<file path="src/rtl/serial_magnitude_comparator_if.sv">
// Bit-slice flag stream and word-level verdict for the serial magnitude comparator.
// The master drives the per-bit flags and start; the slave returns the status and the result.
interface serial_magnitude_comparator_if #(
  parameter int WIDTH = 8
);
  localparam int CNT_W = $clog2(WIDTH + 1);

  logic             start;
  logic             bit_valid;
  logic             bit_lt;
  logic             bit_gt;
  logic             bit_eq;
  logic             busy;
  logic             done;
  logic             lt;
  logic             gt;
  logic             eq;
  logic             err;
  logic [CNT_W-1:0] bit_cnt;

  modport master (
    output start, bit_valid, bit_lt, bit_gt, bit_eq,
    input  busy, done, lt, gt, eq, err, bit_cnt
  );

  modport slave (
    input  start, bit_valid, bit_lt, bit_gt, bit_eq,
    output busy, done, lt, gt, eq, err, bit_cnt
  );
endinterface

</file>
<file path="src/rtl/serial_magnitude_comparator.sv">
// Bit-serial magnitude comparator: folds MSB-first per-bit lt/gt/eq flags into a
// word verdict, with a sticky error for flag sets that are not one-hot.
module serial_magnitude_comparator #(
  parameter int WIDTH = 8
) (
  input  logic                          clk,
  input  logic                          rst_n,
  serial_magnitude_comparator_if.slave  bus
);
  localparam int CNT_W = $clog2(WIDTH + 1);

  typedef enum logic [1:0] {IDLE, COMPARE, DONE} state_t;

  state_t           state, state_nxt;
  logic [CNT_W-1:0] bit_cnt_q;
  logic             decided_q, dir_gt_q, err_q, done_q;
  logic [2:0]       result_q;

  logic accept, last_bit, one_hot, decided_nxt, dir_gt_nxt;

  // start always wins over a bit presented in the same cycle.
  always_comb begin
    accept   = (state == COMPARE) && bus.bit_valid && !bus.start;
    last_bit = (bit_cnt_q == CNT_W'(WIDTH - 1));
    one_hot  = (bus.bit_lt ^ bus.bit_gt ^ bus.bit_eq) &&
               !(bus.bit_lt && bus.bit_gt && bus.bit_eq);
  end

  // NOTE: every variable written in a combinational block gets a default first,
  // so no path leaves it unassigned and no latch is inferred.
  always_comb begin
    decided_nxt = decided_q;
    dir_gt_nxt  = dir_gt_q;
    if (one_hot && !decided_q && !bus.bit_eq) begin
      decided_nxt = 1'b1;
      dir_gt_nxt  = bus.bit_gt;
    end
  end

  // NOTE: sequential state uses non-blocking assignments so every register
  // samples the pre-edge values, independent of statement order.
  always_ff @(posedge clk or negedge rst_n) begin
    if (!rst_n) state <= IDLE;
    else        state <= state_nxt;
  end

  always_comb begin
    state_nxt = state;
    unique case (state)
      IDLE:    if (bus.start) state_nxt = COMPARE;
      COMPARE: if (!bus.start && accept && last_bit) state_nxt = DONE;
      DONE:    if (bus.start) state_nxt = COMPARE;
      default: state_nxt = IDLE;
    endcase
  end

  always_ff @(posedge clk or negedge rst_n) begin
    if (!rst_n) begin
      bit_cnt_q <= '0;
      decided_q <= 1'b0;
      dir_gt_q  <= 1'b0;
      err_q     <= 1'b0;
      done_q    <= 1'b0;
      result_q  <= 3'b000;
    end else begin
      done_q <= 1'b0;
      if (bus.start) begin
        bit_cnt_q <= '0;
        decided_q <= 1'b0;
        dir_gt_q  <= 1'b0;
        err_q     <= 1'b0;
        result_q  <= 3'b000;
      end else if (accept) begin
        bit_cnt_q <= bit_cnt_q + 1'b1;
        decided_q <= decided_nxt;
        dir_gt_q  <= dir_gt_nxt;
        if (!one_hot) err_q <= 1'b1;
        if (last_bit) begin
          done_q   <= 1'b1;
          // {lt,gt,eq}: the final bit may itself be the deciding one.
          result_q <= decided_nxt ? (dir_gt_nxt ? 3'b010 : 3'b100) : 3'b001;
        end
      end
    end
  end

  always_comb begin
    bus.busy    = (state == COMPARE);
    bus.done    = done_q;
    bus.lt      = result_q[2];
    bus.gt      = result_q[1];
    bus.eq      = result_q[0];
    bus.err     = err_q;
    bus.bit_cnt = bit_cnt_q;
  end
endmodule
</file>
<file path="src/flat_wrapper.sv">
// flat-port wrapper written by rule: the top's interface ports become plain ports
module serial_magnitude_comparator_flat 
#(
  parameter int WIDTH = 8
)
  (clk, rst_n, bus_start, bus_bit_valid, bus_bit_lt, bus_bit_gt, bus_bit_eq, bus_busy, bus_done, bus_lt, bus_gt, bus_eq, bus_err, bus_bit_cnt);
  serial_magnitude_comparator_if #(.WIDTH(WIDTH)) bus_i ();
  input  logic clk;
  input  logic rst_n;
  input wire logic [$bits(bus_i.start)-1:0] bus_start;
  input wire logic [$bits(bus_i.bit_valid)-1:0] bus_bit_valid;
  input wire logic [$bits(bus_i.bit_lt)-1:0] bus_bit_lt;
  input wire logic [$bits(bus_i.bit_gt)-1:0] bus_bit_gt;
  input wire logic [$bits(bus_i.bit_eq)-1:0] bus_bit_eq;
  output wire logic [$bits(bus_i.busy)-1:0] bus_busy;
  output wire logic [$bits(bus_i.done)-1:0] bus_done;
  output wire logic [$bits(bus_i.lt)-1:0] bus_lt;
  output wire logic [$bits(bus_i.gt)-1:0] bus_gt;
  output wire logic [$bits(bus_i.eq)-1:0] bus_eq;
  output wire logic [$bits(bus_i.err)-1:0] bus_err;
  output wire logic [$bits(bus_i.bit_cnt)-1:0] bus_bit_cnt;
  assign bus_i.start = bus_start;
  assign bus_i.bit_valid = bus_bit_valid;
  assign bus_i.bit_lt = bus_bit_lt;
  assign bus_i.bit_gt = bus_bit_gt;
  assign bus_i.bit_eq = bus_bit_eq;
  assign bus_busy = bus_i.busy;
  assign bus_done = bus_i.done;
  assign bus_lt = bus_i.lt;
  assign bus_gt = bus_i.gt;
  assign bus_eq = bus_i.eq;
  assign bus_err = bus_i.err;
  assign bus_bit_cnt = bus_i.bit_cnt;
  serial_magnitude_comparator #(.WIDTH(WIDTH)) u_core (.clk(clk), .rst_n(rst_n), .bus(bus_i));
endmodule
</file>
<file path="config.mk">
export PLATFORM = sky130hd
export DESIGN_NAME = serial_magnitude_comparator_flat
export DESIGN_NICKNAME = d
export VERILOG_FILES = /design/src/rtl/serial_magnitude_comparator_if.sv /design/src/rtl/serial_magnitude_comparator.sv /design/src/flat_wrapper.sv
export SDC_FILE = /design/constraint.sdc
export NUM_CORES = 1
export LEC_CHECK = 0
export ABC_AREA = 1
export CAP_MARGIN = 20
export CORE_UTILIZATION = 42
export CTS_BUF_LIST = sky130_fd_sc_hd__clkbuf_16
export DETAILED_ROUTE_END_ITERATION = 16
export PLACE_DENSITY = 0.82
export SLEW_MARGIN = 20
export SYNTH_ARGS = -nofsm -noshare
export SYNTH_HDL_FRONTEND = slang
export SYNTH_SLANG_ARGS = --single-unit
</file>
<file path="constraint.sdc">
create_clock -name clk -period 1.2 [get_ports clk]
set_clock_uncertainty 0.2 [all_clocks]
set_input_delay 0.12 -clock clk [delete_from_list [all_inputs] [get_ports clk]]
set_output_delay 0.12 -clock clk [all_outputs]
set_load 0.05 [all_outputs]
</file>
# --- Word-level counts from Yosys, hierarchy flattened ---
# Cells that the tools add are included.
word_totals:
  reg_bits: 13
  wordCells: 58
  inputBits: 7
  output_inout_bits: 10
op_classes:
  muxes: 22
  n_reduce_logical: 20
  eq_ne: 6
  bitwise: 2
  addsub: 1
op_table:
  columns: ["cell", "count"]
  rows:
  - ["$mux 3", 5]
  - ["$mux 1", 12]
  - ["$logic_and 1x1->1", 9]
  - ["$mux 4", 2]
  - ["$reduce_and 2->1", 3]
  - ["$add 4x1->4 const B", 1]
  - ["$eq 4x3->1 const B", 1]
  - ["$logic_not 1->1", 4]
  - ["$mux 2", 2]
  - ["$ne 2x1->1 const B", 2]
  - ["$pmux 2 s2", 1]
  - ["$reduce_bool 2->1", 2]
  - ["$eq 2x1->1 const B", 1]
  - ["$eq 2x2->1 const B", 1]
  - ["$logic_not 2->1", 1]
  - ["$ne 2x2->1 const B", 1]
  - ["$reduce_or 2->1", 1]
  - ["$xor 1x1->1", 2]

# --- Depth between registers and ports, before layout ---
logic_depth:
  word_depth: 12
  ltp_mapped: 7
  ltp_nobuf: 7

# --- Worst setup path after synthesis ---
# Ideal clock, no wire load.
synth_path:
  kind: "flip-flop to flip-flop"
  startpoint: "register u_core.bit_cnt_q[0], in the netlist u_core.bus.bit_cnt[0]"
  endpoint: "register u_core.result_q[1]"
  path_stages_with_launch: 8
  period_less_slack_ps: 1662
  t_arrival_ps: 1396
  setup_slack_ps: -462
  t_required_ps: 934
  cell_sequence: "dfrtp_1 -> ha_1 -> nand2_2 -> nor2_4 -> nand2_1 -> nor2_2 -> nand2_1 -> nand2_1"
synth_between:
  elab_chain_len: 3
synth_lines:
  columns: ["item", "line_no", "text"]
  rows:
  - ["start: declaration", "serial_magnitude_comparator.sv:15", "logic [CNT_W-1:0] bit_cnt_q;"]
  - ["start signal: assignment", "serial_magnitude_comparator.sv:74", "bit_cnt_q <= bit_cnt_q + 1'b1;"]
  - ["$eq 4x3->1", "serial_magnitude_comparator.sv:24", "last_bit = (bit_cnt_q == CNT_W'(WIDTH - 1));"]
  - ["$reduce_bool 2->1 (no source line)", null, null]
  - ["$reduce_and 2->1 (no source line)", null, null]
  - ["end signal: assignment", "serial_magnitude_comparator.sv:81", "result_q <= decided_nxt ? (dir_gt_nxt ? 3'b010 : 3'b100) : 3'b001;"]
  - ["end: declaration", "serial_magnitude_comparator.sv:17", "logic [2:0] result_q;"]
# No other way between the ends.
# A chain may end at the register's enable or synchronous reset.

# --- Final worst setup path ---
layout_path:
  startpoint: "register u_core.bit_cnt_q[0], in the netlist u_core.bus.bit_cnt[0]"
  endpoint: "register u_core.result_q[0]"
# Same word-level chain as after synthesis.

==> results.md <==
- Die Area: 0.00179 sq mm
- Number of placed instances, taps included: 126
- Post-synth design cell area: 681 sq um
- Area of the core: 0.00151 sq mm
- Syn_nets: 92
- Leak pwr: 0.000706 uW
- Detail-routed via count per cell: 5.82
- Slew of the pin with the lowest slew margin: 0.257 ns
- Post-route cell area: 0.00142 sq mm
- Relative area change from synthesis to final layout: 108%
- Number of nets in the final layout: 141
- Crit path cell chain: ha_4 -> nand2_4 -> nor2_4 -> buf_4 -> o21ai_4 -> nand2_1 -> nand2_1
- GR Overflow Total: 0
- Clk Tree Root Cell: sky130_fd_sc_hd__clkbuf_16
- Placed instance area: 0.00107 sq mm
- Post-layout min period: 1.45 ns
- Clk_lat worst skew: 0.24 ns
- Top-count cell post-synth: sky130_fd_sc_hd__nand2_1
- Number of cells in the finished layout apart from fillers: 147
- HP Class: primary input to async pin
- Final critical-path share of the clock period: 1.21
- Total routing usage reported by global routing: 0.293
- Crit path max fanout: 4
- Post-CTS clock slew at the launch and capture registers of the worst setup and hold paths: 0.05 ns
- Power density normalized to cell area: 1130 mW/mm^2
- Post-route DRC: 0
- Count of mapped cells out of synthesis: 83
- Reported max-cap violation count: 0
- Largest net degree at the start of global routing: 8
- Fraction of layout cells with a size suffix above 1: 0.580
- Routed wire per std cell: 20.6 um
- Worst Slack Setup Final: -0.251 ns
- Final Hold Vio Count: 0
- Sequential share of the synthesized area: 0.478
- Total routed wirelength: 3030 um
- Placer Congestion: 0.792
- Startpoint types: register
- Row Count: 14
- Most used DFF post-synth: sky130_fd_sc_hd__dfrtp_1
- Slowest Stage Delay on Critical Path: 0.42 ns
- Peak Freq: 0.689 GHz
- Overall via count from detail_route: 855
- Setup TNS: -2.45 ns
- First-pass GRT wire length: 3870 um
- Number of flops mapped to enable cells by yosys: 0
- Final hold slack: 0.0497 ns
- Total CTS buffers: 3
- Antenna diodes: 0
- Slowest cell on crit path: sky130_fd_sc_hd__dfrtp_2
- First-iteration detailed-routing DRC count: 24
- Count of port buffers added during placement: 16
- Required @ worst endpoint: 1.18 ns
- Share of flip-flops with an asynchronous set or reset: 1.00
- Max Buffers Root-to-Sink: 2
- Remaining antenna violation count after routing: 0
- Count of synthesis-stage warnings from yosys: 0
- Data arrival time of the critical path: 1.43 ns
- Most frequent CP cell: sky130_fd_sc_hd__nand2_1
- Setup repair after global routing missed its margin: true
- Vert. Die Dim: 42.3 um
- Maximum level of the CTS H-tree: 1
- Synth Area per Inst: 8.20 sq um
- Post-DP HPWL: 1330 um
- Run status: finished with violations
- Setup Crit Path Kind: register to register
- Starting Density: 0.452
- CTS tree: yes
- Share of Yosys cell area claimed by the top area cell type: 0.478
- Final setup violation count: 17
- Number of placed I/O pins: 17
- Number of distinct library cells after synthesis: 18
- Pre-CTS setup slack: -0.457 ns
- Commonest cells in the synthesized netlist: sky130_fd_sc_hd__nand2_1, sky130_fd_sc_hd__dfrtp_1, sky130_fd_sc_hd__inv_1
- Cell type with the highest aggregate area in the netlist: sky130_fd_sc_hd__dfrtp_1
- Top post-synthesis cells by area: sky130_fd_sc_hd__dfrtp_1, sky130_fd_sc_hd__nand2_1, sky130_fd_sc_hd__inv_1, sky130_fd_sc_hd__ha_1, sky130_fd_sc_hd__nor2_4
- Via count of the first global-routing pass: 811
- Worst slew margin: 0.828
- Slew Limit Fails: 0
- Detailed Routing Iterations Pass 1: 4
- Endpoint type of the worst setup path: register
- TritonCTS sink count: 13
- Number of synthesized register bits: 13
- Failing checks: setup timing
- Number of antenna violations at the first check in global routing: 0
- Highest ir drop seen on vdd: 1130 uV
- Die W: 42.3 um
what timing repair did:
item / in CTS / in global routing
setup endpoints to repair: 14 / 18
hold buffers: 1 / 0
resized for setup: 24 / 15
pin swaps: 10 / 7
buffers inserted: 7 / 10
endpoints found under the hold margin: 4 / 0
cells by family (layout without fill, tap and decap cells):
| group | count (synthesis) | in the layout | synth area share |
|---|---|---|---|
| buffers and inverters | 11 | 59 | 0.0607 |
| and+or+nand+nor | 49 | 49 | 0.349 |
| xor gates and xnor gates | 1 | 1 | 0.0129 |
| AOI/OAI and AO/OA | 7 | 7 | 0.0625 |
| DFF | 13 | 13 | 0.478 |
| adders and majority gates | 2 | 2 | 0.0368 |
metal layers:
metal / GRT usage / routed length, um / vias up
met1: 0.331 / 1130 / 412
met2: 0.489 / 1510 / 69
met5: 0 / 0 / -
li1: - / - / 354
met3: 0.0948 / 215 / 20
met4: 0.156 / 177 / 0
area by class of cell:
cell class | count | area, sq um
clock buffers | 3 | 75.1
clock inverters | 1 | 3.75
fillers | 45 | 91.3
inverters | 11 | 43.8
multi-input cells | 59 | 438
flip-flops and latches | 13 | 329
well taps | 16 | 20.0
repair buffers | 44 | 505
stage by stage:
stage	utilization	total power, uW
CTS	0.863	1520
finish	0.939	1600
detailed placement	0.708	824
global route	0.939	1640
floorplan	-	649
global placement	0.708	808
cell usage in the layout (no fill, tap or decap), types with 3 or more instances in the layout:
| cell | Yosys | final |
|---|---|---|
| sky130_fd_sc_hd__clkbuf_16 | 0 | 3 |
| sky130_fd_sc_hd__buf_12 | 0 | 10 |
| sky130_fd_sc_hd__dfrtp_1 | 13 | 10 |
| sky130_fd_sc_hd__nand2_1 | 34 | 24 |
| sky130_fd_sc_hd__buf_4 | 0 | 19 |
| sky130_fd_sc_hd__inv_1 | 7 | 7 |
| sky130_fd_sc_hd__nand2_2 | 2 | 10 |
| sky130_fd_sc_hd__inv_2 | 4 | 4 |
| sky130_fd_sc_hd__buf_6 | 0 | 8 |
| sky130_fd_sc_hd__nor2_1 | 4 | 3 |
| sky130_fd_sc_hd__dfrtp_2 | 0 | 3 |
| sky130_fd_sc_hd__nor2_4 | 2 | 6 |
critical path: cells and delay by family, from the launching register on:
| family | cells | cell delay, ns |
|---|---|---|
| AOI/OAI and AO/OA | 1 | 0.15 |
| adders and majority gates | 1 | 0.18 |
| buffers and inverters | 1 | 0.14 |
| DFF | 1 | 0.42 |
| and+or+nand+nor | 4 | 0.28 |
state kept, by name, summed over array words and instances, names as in the netlist:
name                cells
u_core.bus.bit_cnt      4
u_core.bus.done         1
u_core.bus.err          1
u_core.decided_q        1
u_core.dir_gt_q         1
u_core.result_q         3
u_core.state            2
power by group:
part           switching [uW]  internal, uW
clock                     193           440
sequential               27.4           463
combinational             256           222
final timing paths:
| kind | from | slack, ns | depth (start not counted) | endpoint |
|---|---|---|---|---|
| worst min-delay path | rst_n | 0.05 | 2 | u_core.bus.bit_cnt[2]$_DFFE_PN0P_ |
| worst max register to register | u_core.bus.bit_cnt[0]$_DFFE_PN0P_ | -0.25 | 7 | u_core.result_q[0]$_DFFE_PN0P_ |
| worst max-delay path | u_core.bus.bit_cnt[0]$_DFFE_PN0P_ | -0.25 | 7 | u_core.result_q[0]$_DFFE_PN0P_ |
| max in group asynchronous | rst_n | 0.05 | 2 | u_core.bus.bit_cnt[0]$_DFFE_PN0P_ |
| worst min register to register | u_core.result_q[2]$_DFFE_PN0P_ | 0.37 | 2 | u_core.result_q[2]$_DFFE_PN0P_ |
| min in group clk | bus_bit_eq | 0.19 | 4 | u_core.bus.err$_DFFE_PN0P_ |
Power figures use the tool's default switching activity.
